File: src/rtl/wisc_pkg.sv
// Shared ISA constants and fetch-side types for the WISC front end.
package wisc_pkg;
  localparam int unsigned PC_W     = 16;
  localparam int unsigned OPC_MSB  = 15;
  localparam int unsigned OPC_LSB  = 11;
  localparam logic [4:0]  OP_HALT  = 5'b00000;
  localparam logic [4:0]  OP_NOP   = 5'b00001;
  localparam logic [15:0] NOP_WORD = 16'h0800;

  typedef enum logic [1:0] {
    FS_IDLE,
    FS_WAIT,
    FS_DROP
  } fetch_state_t;
endpackage

File: src/rtl/fq_storage.sv
// Circular buffer holding {instruction, pc} entries for the fetch queue.
module fq_storage
  import wisc_pkg::*;
#(
  parameter int unsigned DEPTH = 4,
  parameter int unsigned W     = 32
) (
  input  logic                     clk,
  input  logic                     rst_n,
  input  logic                     push,
  input  logic                     pop,
  input  logic                     flush,
  input  logic [W-1:0]             wr_data,
  output logic [W-1:0]             rd_data,
  output logic                     full,
  output logic                     empty,
  output logic [$clog2(DEPTH):0]   count
);
  localparam int unsigned AW = $clog2(DEPTH);
  localparam logic [AW:0] DEPTH_V = DEPTH[AW:0];

  logic [W-1:0]  mem_q [DEPTH];
  logic [AW-1:0] wr_ptr_q, wr_ptr_d, rd_ptr_q, rd_ptr_d;
  logic [AW:0]   count_q, count_d;
  logic          do_push, do_pop;

  always_comb begin
    full     = (count_q == DEPTH_V);
    empty    = (count_q == '0);
    do_pop   = pop && !empty;
    do_push  = push && (!full || do_pop);
    wr_ptr_d = wr_ptr_q;
    rd_ptr_d = rd_ptr_q;
    count_d  = count_q;
    if (flush) begin
      wr_ptr_d = '0;
      rd_ptr_d = '0;
      count_d  = '0;
    end else begin
      if (do_push) wr_ptr_d = wr_ptr_q + 1'b1;
      if (do_pop)  rd_ptr_d = rd_ptr_q + 1'b1;
      case ({do_push, do_pop})
        2'b10:   count_d = count_q + 1'b1;
        2'b01:   count_d = count_q - 1'b1;
        default: count_d = count_q;
      endcase
    end
  end

  always_ff @(posedge clk or negedge rst_n) begin
    if (!rst_n) begin
      wr_ptr_q <= '0;
      rd_ptr_q <= '0;
      count_q  <= '0;
    end else begin
      wr_ptr_q <= wr_ptr_d;
      rd_ptr_q <= rd_ptr_d;
      count_q  <= count_d;
    end
  end

  always_ff @(posedge clk) begin
    if (do_push && !flush) mem_q[wr_ptr_q] <= wr_data;
  end

  assign rd_data = mem_q[rd_ptr_q];
  assign count   = count_q;
endmodule

File: src/rtl/fetch_queue.sv
// Sequential instruction fetch with queue, redirect and HALT handling.
// Define FETCH_BYPASS_EN to forward a response straight to decode when the queue is empty.
module fetch_queue #(
  parameter int unsigned     DEPTH    = 4,
  parameter int unsigned     PC_W     = wisc_pkg::PC_W,
  parameter logic [PC_W-1:0] RESET_PC = '0
) (
  input  logic            clk,
  input  logic            rst_n,
  output logic            imem_req,
  output logic [PC_W-1:0] imem_addr,
  input  logic            imem_valid,
  input  logic [15:0]     imem_rdata,
  output logic            dec_valid,
  input  logic            dec_ready,
  output logic [15:0]     dec_instr,
  output logic [PC_W-1:0] dec_pc,
  output logic [PC_W-1:0] dec_pc_inc,
  input  logic            redirect,
  input  logic [PC_W-1:0] redirect_pc,
  output logic            halted
);
  import wisc_pkg::*;

  localparam int unsigned CW = $clog2(DEPTH);
  localparam int unsigned EW = 16 + PC_W;
  localparam logic [CW:0] DEPTH_V = DEPTH[CW:0];

  fetch_state_t    state_q, state_d;
  logic [PC_W-1:0] fetch_pc_q, fetch_pc_d, req_addr_q, req_addr_d;
  logic            halt_pend_q, halt_pend_d, halted_q, halted_d;
  logic [CW:0]     count, occ;
  logic            full, empty, push, pop, redir, outstanding, accept, halt_in, bypass, consume;
  logic [EW-1:0]   rd_data, wr_data;
  logic [15:0]     head_instr;
  logic [PC_W-1:0] head_pc;

  fq_storage #(.DEPTH(DEPTH), .W(EW)) u_storage (
    .clk     (clk),
    .rst_n   (rst_n),
    .push    (push),
    .pop     (pop),
    .flush   (redir),
    .wr_data (wr_data),
    .rd_data (rd_data),
    .full    (full),
    .empty   (empty),
    .count   (count)
  );

  always_comb begin
    redir       = redirect && !halted_q;
    outstanding = (state_q != FS_IDLE);
    accept      = (state_q == FS_WAIT) && imem_valid && !redir;
    halt_in     = accept && (imem_rdata[OPC_MSB:OPC_LSB] == OP_HALT);
`ifdef FETCH_BYPASS_EN
    bypass      = accept && empty;
`else
    bypass      = 1'b0;
`endif
    head_instr  = bypass ? imem_rdata : rd_data[EW-1:PC_W];
    head_pc     = bypass ? req_addr_q : rd_data[PC_W-1:0];
    dec_valid   = !halted_q && (!empty || bypass);
    dec_instr   = dec_valid ? head_instr : NOP_WORD;
    dec_pc      = dec_valid ? head_pc : '0;
    dec_pc_inc  = dec_pc + PC_W'(2);
    consume     = dec_valid && dec_ready && !redir;
    pop         = consume && !bypass;
    push        = accept && !(bypass && dec_ready);
    wr_data     = {imem_rdata, req_addr_q};
    occ         = count + {{CW{1'b0}}, outstanding};
    // A HALT arriving this cycle must already suppress the next request.
    imem_req    = rst_n && (!outstanding || imem_valid) && (occ < DEPTH_V) && !full &&
                  !halt_pend_q && !halt_in && !halted_q && !redirect;
    imem_addr   = fetch_pc_q;
    halted      = halted_q;

    halted_d    = halted_q || (consume && (head_instr[OPC_MSB:OPC_LSB] == OP_HALT));
    halt_pend_d = redir ? 1'b0 : (halt_pend_q || halt_in);
    req_addr_d  = imem_req ? fetch_pc_q : req_addr_q;
    fetch_pc_d  = fetch_pc_q;
    if (redir)         fetch_pc_d = redirect_pc & ~PC_W'(1);
    else if (imem_req) fetch_pc_d = fetch_pc_q + PC_W'(2);

    state_d = state_q;
    case (state_q)
      FS_IDLE:          if (imem_req) state_d = FS_WAIT;
      FS_WAIT, FS_DROP: if (imem_valid) state_d = imem_req ? FS_WAIT : FS_IDLE;
      default:          state_d = FS_IDLE;
    endcase
    if (redir) state_d = (outstanding && !imem_valid) ? FS_DROP : FS_IDLE;
  end

  always_ff @(posedge clk or negedge rst_n) begin
    if (!rst_n) begin
      state_q     <= FS_IDLE;
      fetch_pc_q  <= RESET_PC;
      req_addr_q  <= '0;
      halt_pend_q <= 1'b0;
      halted_q    <= 1'b0;
    end else begin
      state_q     <= state_d;
      fetch_pc_q  <= fetch_pc_d;
      req_addr_q  <= req_addr_d;
      halt_pend_q <= halt_pend_d;
      halted_q    <= halted_d;
    end
  end
endmodule
File: config.mk
export PLATFORM = sky130hd
export DESIGN_NAME = fetch_queue
export DESIGN_NICKNAME = d
export VERILOG_FILES = /design/src/rtl/wisc_pkg.sv /design/src/rtl/fq_storage.sv /design/src/rtl/fetch_queue.sv
export SDC_FILE = /design/constraint.sdc
export NUM_CORES = 1
export LEC_CHECK = 0
export CAP_MARGIN = 30
export CELL_PAD_IN_SITES_DETAIL_PLACEMENT = 0
export CELL_PAD_IN_SITES_GLOBAL_PLACEMENT = 1
export CORE_ASPECT_RATIO = 2
export CORE_MARGIN = 4
export CORE_UTILIZATION = 48
export DETAILED_ROUTE_END_ITERATION = 12
export PLACE_DENSITY = 0.95
export SYNTH_ARGS = -nofsm -noshare
export SYNTH_HDL_FRONTEND = slang
export SYNTH_SLANG_ARGS = --single-unit
File: constraint.sdc
create_clock -name clk -period 6.8 [get_ports clk]
set_clock_uncertainty 0.1 [all_clocks]
set_input_delay 1.36 -clock clk [delete_from_list [all_inputs] [get_ports clk]]
set_output_delay 1.36 -clock clk [all_outputs]
set_load 0.005 [all_outputs]
==> results of run 1 <==
## cell usage after synthesis (2+ instances only)
master	instances	area share (%)
xor2_1	9	1.1
mux4_2	31	9.7
buf_4	6	0.62
or2_2	2	0.17
or3_1	6	0.52
a31oi_1	12	1.0
clkbuf_1	12	0.62
or4_4	2	0.31
o21ai_1	4	0.28
nor2_1	27	1.4
nand3_1	17	1.2
nand2b_1	3	0.26
buf_6	3	0.47
inv_1	14	0.73
nor3_1	4	0.28
or4_1	7	0.73
and3_1	28	2.4
dfrtp_1	41	14
nand4_1	10	0.87
o21ai_0	11	0.76
ha_1	9	1.6
nor4_1	4	0.35
xnor2_1	11	1.3
and2_1	5	0.43
buf_2	4	0.28
edfxtp_1	124	52
o31ai_1	7	0.73
nand2_1	60	3.1
## report_power, final
part	total, mW	internal (mW)	switching (mW)
Clock	0.951	0.550	0.401
Sequential	1.10	1.09	0.0112
Combinational	0.0684	0.0371	0.0313
Total	2.12	1.67	0.444
## area by class of cell
class | count | area [um2]
fillers | 1145 | 5840
flip-flops and latches | 165 | 4750
multi-input cells | 293 | 2260
repair buffers | 111 | 1080
clock buffers | 17 | 425
well taps | 195 | 244
clock inverters | 15 | 171
inverters | 15 | 56.3
## metal layers
layer	vias up	track usage (%)	share of wire, %
li1	2087	-	-
met1	2317	21.8	35
met2	160	36.8	58
met3	26	3.57	4.6
met4	0	6.54	1.6
met5	-	0	0
## sequential cells by signal, indices dropped and copies added, names as in the netlist
| name | count |
|---|---|
| halt_pend_q | 1 |
| u_storage.wr_ptr_q | 2 |
| state_q | 2 |
| u_storage.rd_ptr_q | 2 |
| u_storage.count | 3 |
| u_storage.mem_q | 124 |
| req_addr_q | 15 |
| halted | 1 |
| imem_addr | 15 |
## worst paths after layout
kind / startpoint / end / slack (ps) / cells after the start
max: imem_rdata[11] / imem_req / 1610 / 6
min: halt_pend_q$_DFF_PN0_ / halt_pend_q$_DFF_PN0_ / 410 / 2
max reg2reg: u_storage.count[2]$_DFFE_PN0P_ / u_storage.mem_q[3][9]$_DFFE_PP_ / 3630 / 6
min reg2reg: halt_pend_q$_DFF_PN0_ / halt_pend_q$_DFF_PN0_ / 410 / 2
max in group asynchronous: rst_n / u_storage.rd_ptr_q[0]$_DFFE_PN0P_ / 5190 / 2
min in group asynchronous: rst_n / imem_addr[1]$_DFFE_PN0P_ / 1000 / 2
## logic make-up (layout without fill, tap and decap cells)
family	count (synthesis)	in the layout	synth area share, %
AND/OR/NAND/NOR	183	183	13.0
flip-flops	165	165	65.8
AO/OA/AOI/OAI	45	45	4.05
buffers and inverters	42	158	3.03
multiplexers	32	32	9.82
XOR/XNOR	20	20	2.43
adder cells (fa/ha/maj)	10	10	1.84
other	1	3	0.0519
## worst register-to-register path: stages, from the launching register on
cell and delay [ps]:
dfrtp_1 480, or3_1 210, buf_4 310, nand3_1 310, a211oi_1 710, and2_1 240, buf_4 430
## through the flow
| step | instances | area, um2 |
|---|---|---|
| CTS | 811 | 8980 |
| global placement | 779 | 8390 |
| floorplan | 500 | 7230 |
| detailed placement | 779 | 8390 |
| global route | 811 | 8980 |
| finish | 811 | 8980 |
==> impl_metrics.yaml, run 1 <==
layout:
  layout_commonest_cell: "edfxtp_1"
  final_core_util_pct: 60.6
  diodes: 0
  layout-drive-gt1-share_pct: 14.3
  final_cell_mix: "edfxtp_1 (124), clkdlybuf4s50_1 (98), nand2_1 (60), dfrtp_1 (40), mux4_2 (31)"
  fin_nets: 650
  area_delta_synth_final_pct: 24.4
sta:
  fin_hold_ws_ps: 405
  tns_ps: 0
  finalMaxSlewViolations: 0
  fin_crit_ps: 5190
  tightest_slew_ps: 770
  final-setup-viol-count: 0
  hold_viol: 0
  layout_setup_ws_ps: 1610
  maxSlewHeadroom_pct: 48.4
  rsz0062_at_grt: "false"
  fmax_mhz: 193
  fin_crit_sh_pct: 76.4
clock_network:
  root_buffer: "clkbuf_16"
  htree_levels: 4
  hold_buffers: 0
  clock-sinks: 165
  cts_made_buffers: 17
  post_cts_buffers: 0
  clk_path_buf_depth: 2
  post_cts_resized: 0
  path_clk_slew_ps: 60
  cts_tree: "yes"
  insertion_delay_ps: 420
routing:
  routed_wl_um: 16000
  drt_first_pass_iters: 6
  routedWlPerCell_um: 19.7
  drt_iter0_drc: 321
  routed_via_density: 5.66
  drc: 0
  detail-route-antenna-nets: 0
  vias: 4590
logic_synthesis:
  synthArstFlopShare_pct: 24.8
  synth-seq-cells: 165
  ys.flop_type: "edfxtp_1"
  synth.avg_cell_area_um2: 14.5
  synth_edf_count: 124
  netlist_instances: 498
  synth_cell_types: 53
  syn_area_um2: 7220
  ys_seq_area_share_pct: 65.8
  ys_warn_count: 0
floorplanning:
  pin_count: 104
  rows: 63
  core_um2: 14800
  fp.dieArea_um2: 17200
  dieHeight_um: 181
  initial_core_util_pct: 48.7
  fp.dieW_um: 94.7
worst_setup_path:
  start_kind: "input port"
  cp_slowest_stage_delay_ps: 600
  cp_cell_sequence: "clkdlybuf4s50_1 > or4_4 > or4_4 > nand3_2 > inv_2 > clkdlybuf4s50_1"
  worstPathRequired_ps: 5340
  crit_family: "simple AND/OR/NAND/NOR gates"
  end_kind: "primary output"
  slowest_stage: "or4_4"
  worst-path-buf-inv: 3
  worstPathArrival_ps: 3730
  crit_fanout: 16
  critical_path_class: "input port to primary output"
grt:
  first_global_vias: 4659
  antenna_found_initial: 0
  grt_first_pass_wirelength_um: 25200
  grt_usage_pct: 19.7
  grt_start_max_net_pins: 42
  overflow: 0
pwr:
  p_leak_nw: 3.43
  cellPowerDensity_nw_per_um2: 236
  total_power_mw: 2.12
  ir_drop_mv: 0.188
placement:
  port_buffers: 99
  pre_cts_ws_ps: 1620
  dpl.hpwl_um: 10800
  gp_congestion: 0.811
min_path:
  min-delay-path-class: "flop to flop"
outcome:
  status: "finished clean"
flow_run:
  cap_violations: 0
Note: power is estimated with default switching activity, not from simulation.
==> run 2, diff against run 1 <==
--- a/config.mk
+++ b/config.mk
@@ -10,9 +10,9 @@
 export CELL_PAD_IN_SITES_GLOBAL_PLACEMENT = 1
 export CORE_ASPECT_RATIO = 2
 export CORE_MARGIN = 4
-export CORE_UTILIZATION = 48
+export CORE_UTILIZATION = 45
 export DETAILED_ROUTE_END_ITERATION = 12
-export PLACE_DENSITY = 0.95
+export PLACE_DENSITY = 0.91
 export SYNTH_ARGS = -nofsm -noshare
 export SYNTH_HDL_FRONTEND = slang
 export SYNTH_SLANG_ARGS = --single-unit
==> constraint.sdc (replaced) <==
create_clock -name clk -period 5.07 [get_ports clk]
set_clock_uncertainty 0.1 [all_clocks]
set_input_delay 1.014 -clock clk [delete_from_list [all_inputs] [get_ports clk]]
set_output_delay 1.014 -clock clk [all_outputs]
set_load 0.005 [all_outputs]
==> run 2 against run 1 <==
Against the previous run: largest cell class unchanged; combinational power rose by 34%; sequential share of layout area rose by 0.074 points; first-iteration DRC count fell by 21%; hold slack improved by 14 ps; power rose by 33%; critical endpoint is now dec_pc_inc[15]; final cell count rose by 0.62%; utilization fell by 3.8 points; count of clock-buffer cells in the layout rose by 1; die area rose by 6.2%; cell area fell by 0.14%; register-to-register slack got worse by 1600 ps; clock power rose by 31%.
==> impl_metrics.yaml, run 2 (synthesis gave the netlist of run 1 again) <==
pwr:
  ir_drop_mv: 0.258
  p_leak_nw: 3.42
  cellPowerDensity_nw_per_um2: 313
grt:
  first_global_vias: 4796
  grt_first_pass_wirelength_um: 25500
  antenna_found_initial: 0
  overflow: 0
  grt_start_max_net_pins: 42
  grt_usage_pct: 17.8
layout:
  fin_nets: 650
  top_register: "u_storage.mem_q"
  diodes: 0
  area_delta_synth_final_pct: 24.2
  final_core_util_pct: 56.9
  final_cell_mix: "edfxtp_1 (124), clkdlybuf4s50_1 (98), nand2_1 (60), dfrtp_1 (40), mux4_2 (31)"
  layout_commonest_cell: "edfxtp_1"
  fin_cells: 816
  fill_cells: 1221
  layout-drive-gt1-share_pct: 14.0
  largest_reg_flops: 124
clock_network:
  htree_levels: 4
  clk_path_buf_depth: 2
  cts_tree: "yes"
  root_buffer: "clkbuf_16"
  path_clk_slew_ps: 60
  clock-sinks: 165
  post_cts_buffers: 0
  cts_made_buffers: 17
  post_cts_resized: 0
  insertion_delay_ps: 420
  hold_buffers: 0
routing:
  routedWlPerCell_um: 19.3
  drt_iter0_drc: 255
  drt_first_pass_iters: 5
  routed_via_density: 5.61
  routed_wl_um: 15700
  drc: 0
  detail-route-antenna-nets: 0
  vias: 4579
worst_setup_path:
  cp_cell_sequence: "mux4_2 > and3_1 > ha_1 > nand3_1 > nor4_1 > nand4_1 > xnor2_1 > clkdlybuf4s50_1"
  worst-path-buf-inv: 1
  cp_slowest_stage_delay_ps: 620
  crit_family: "simple AND/OR/NAND/NOR gates"
  worstPathArrival_ps: 3430
  start_kind: "flop"
  end_kind: "primary output"
  slowest_stage: "nor4_1"
  crit_fanout: 12
  critical_path_class: "flop to primary output"
  worstPathRequired_ps: 3960
placement:
  dpl.hpwl_um: 10700
  dpl.cell_count: 785
  gp_congestion: 0.790
  port_buffers: 99
floorplanning:
  core_um2: 15800
  pin_count: 104
  fp.dieArea_um2: 18300
  dieHeight_um: 187
  rows: 65
  initial_core_util_pct: 45.8
  fp.dieW_um: 97.6
sta:
  rsz0062_at_grt: "false"
  hold_viol: 0
  final-setup-viol-count: 0
  fin_crit_ps: 4550
  tns_ps: 0
  tightest_slew_ps: 743
  fin_hold_ws_ps: 420
  fin_crit_sh_pct: 89.7
  finalMaxSlewViolations: 0
  fmax_mhz: 220
  maxSlewHeadroom_pct: 50.2
flow_run:
  cap_violations: 0
outcome:
  status: "finished clean"
min_path:
  min-delay-path-class: "flop to flop"
==> run 2: changes by cell type in the layout (fill, tap and decap cells not counted) <==
cell        delta
inv_8          +1
clkinvlp_4     +1
clkinv_8       -1
clkinv_4       -3
clkbuf_1       +1
==> run 2: worst paths after layout <==
check,start,endpoint,slack [ps],depth (start not counted)
max,u_storage.rd_ptr_q[0]$_DFFE_PN0P_,dec_pc_inc[15],520,8
min in group asynchronous,rst_n,imem_addr[5]$_DFFE_PN0P_,640,2
max reg2reg,u_storage.count[0]$_DFFE_PN0P_,u_storage.mem_q[1][13]$_DFFE_PP_,2040,6
min reg2reg,halt_pend_q$_DFF_PN0_,halt_pend_q$_DFF_PN0_,420,2
max in group asynchronous,rst_n,u_storage.rd_ptr_q[0]$_DFFE_PN0P_,3810,2
min,halt_pend_q$_DFF_PN0_,halt_pend_q$_DFF_PN0_,420,2
==> run 2: area by class of cell <==
type | count | area (um2) | area share [%]
Inverter | 15 | 56.3 | 0.628
Sequential cell | 165 | 4750 | 53.0
Timing Repair Buffer | 111 | 1080 | 12.0
Clock buffer | 18 | 429 | 4.78
Clock inverter | 13 | 148 | 1.65
Tap cell | 201 | 251 | 2.80
Multi-Input combinational cell | 293 | 2260 | 25.2
==> run 2: worst reg2reg max path, cell delays in order (launching register included) <==
cell and delay [ps]:
dfrtp_1 480, or3_1 170, buf_4 280, nand3_1 280, a211oi_1 690, and2_1 230
buf_4 420
==> run 2: through the flow <==
stage	total power, mW	instance area (um2)	setup WS, ps
floorplan	1.52	7230	1250
global placement	1.58	8390	606
detailed placement	1.59	8390	595
CTS	2.83	8970	438
global route	2.90	8970	126
finish	2.81	8970	522
==> run 2: where the power goes <==
group | total, mW | leakage, nW | switching [mW] | internal [mW]
combinational | 0.0914 | 1.33 | 0.0416 | 0.0498
sequential | 1.47 | 1.81 | 0.0146 | 1.46
clock | 1.25 | 0.276 | 0.519 | 0.731
==> run 2: metal layers <==
metal  share of wire, %  track usage [%]  routed length (um)  vias to the layer above
li1                   -                -                   -                     2093
met1                 36             20.1                5730                     2278
met2                 56             32.1                8770                      174
met3                5.0             3.84                 780                       34
met4                2.9             7.57                 451                        0
met5                  0                0                   0                        -
==> run 3, diff against run 2 <==
--- a/config.mk
+++ b/config.mk
@@ -11,6 +11,7 @@
 export CORE_ASPECT_RATIO = 2
 export CORE_MARGIN = 4
 export CORE_UTILIZATION = 45
+export CTS_CLUSTER_SIZE = 8
 export DETAILED_ROUTE_END_ITERATION = 12
 export PLACE_DENSITY = 0.91
 export SYNTH_ARGS = -nofsm -noshare
==> results of run 3 <==
No change in the layout: final DEF, timing and power equal those of run 2.
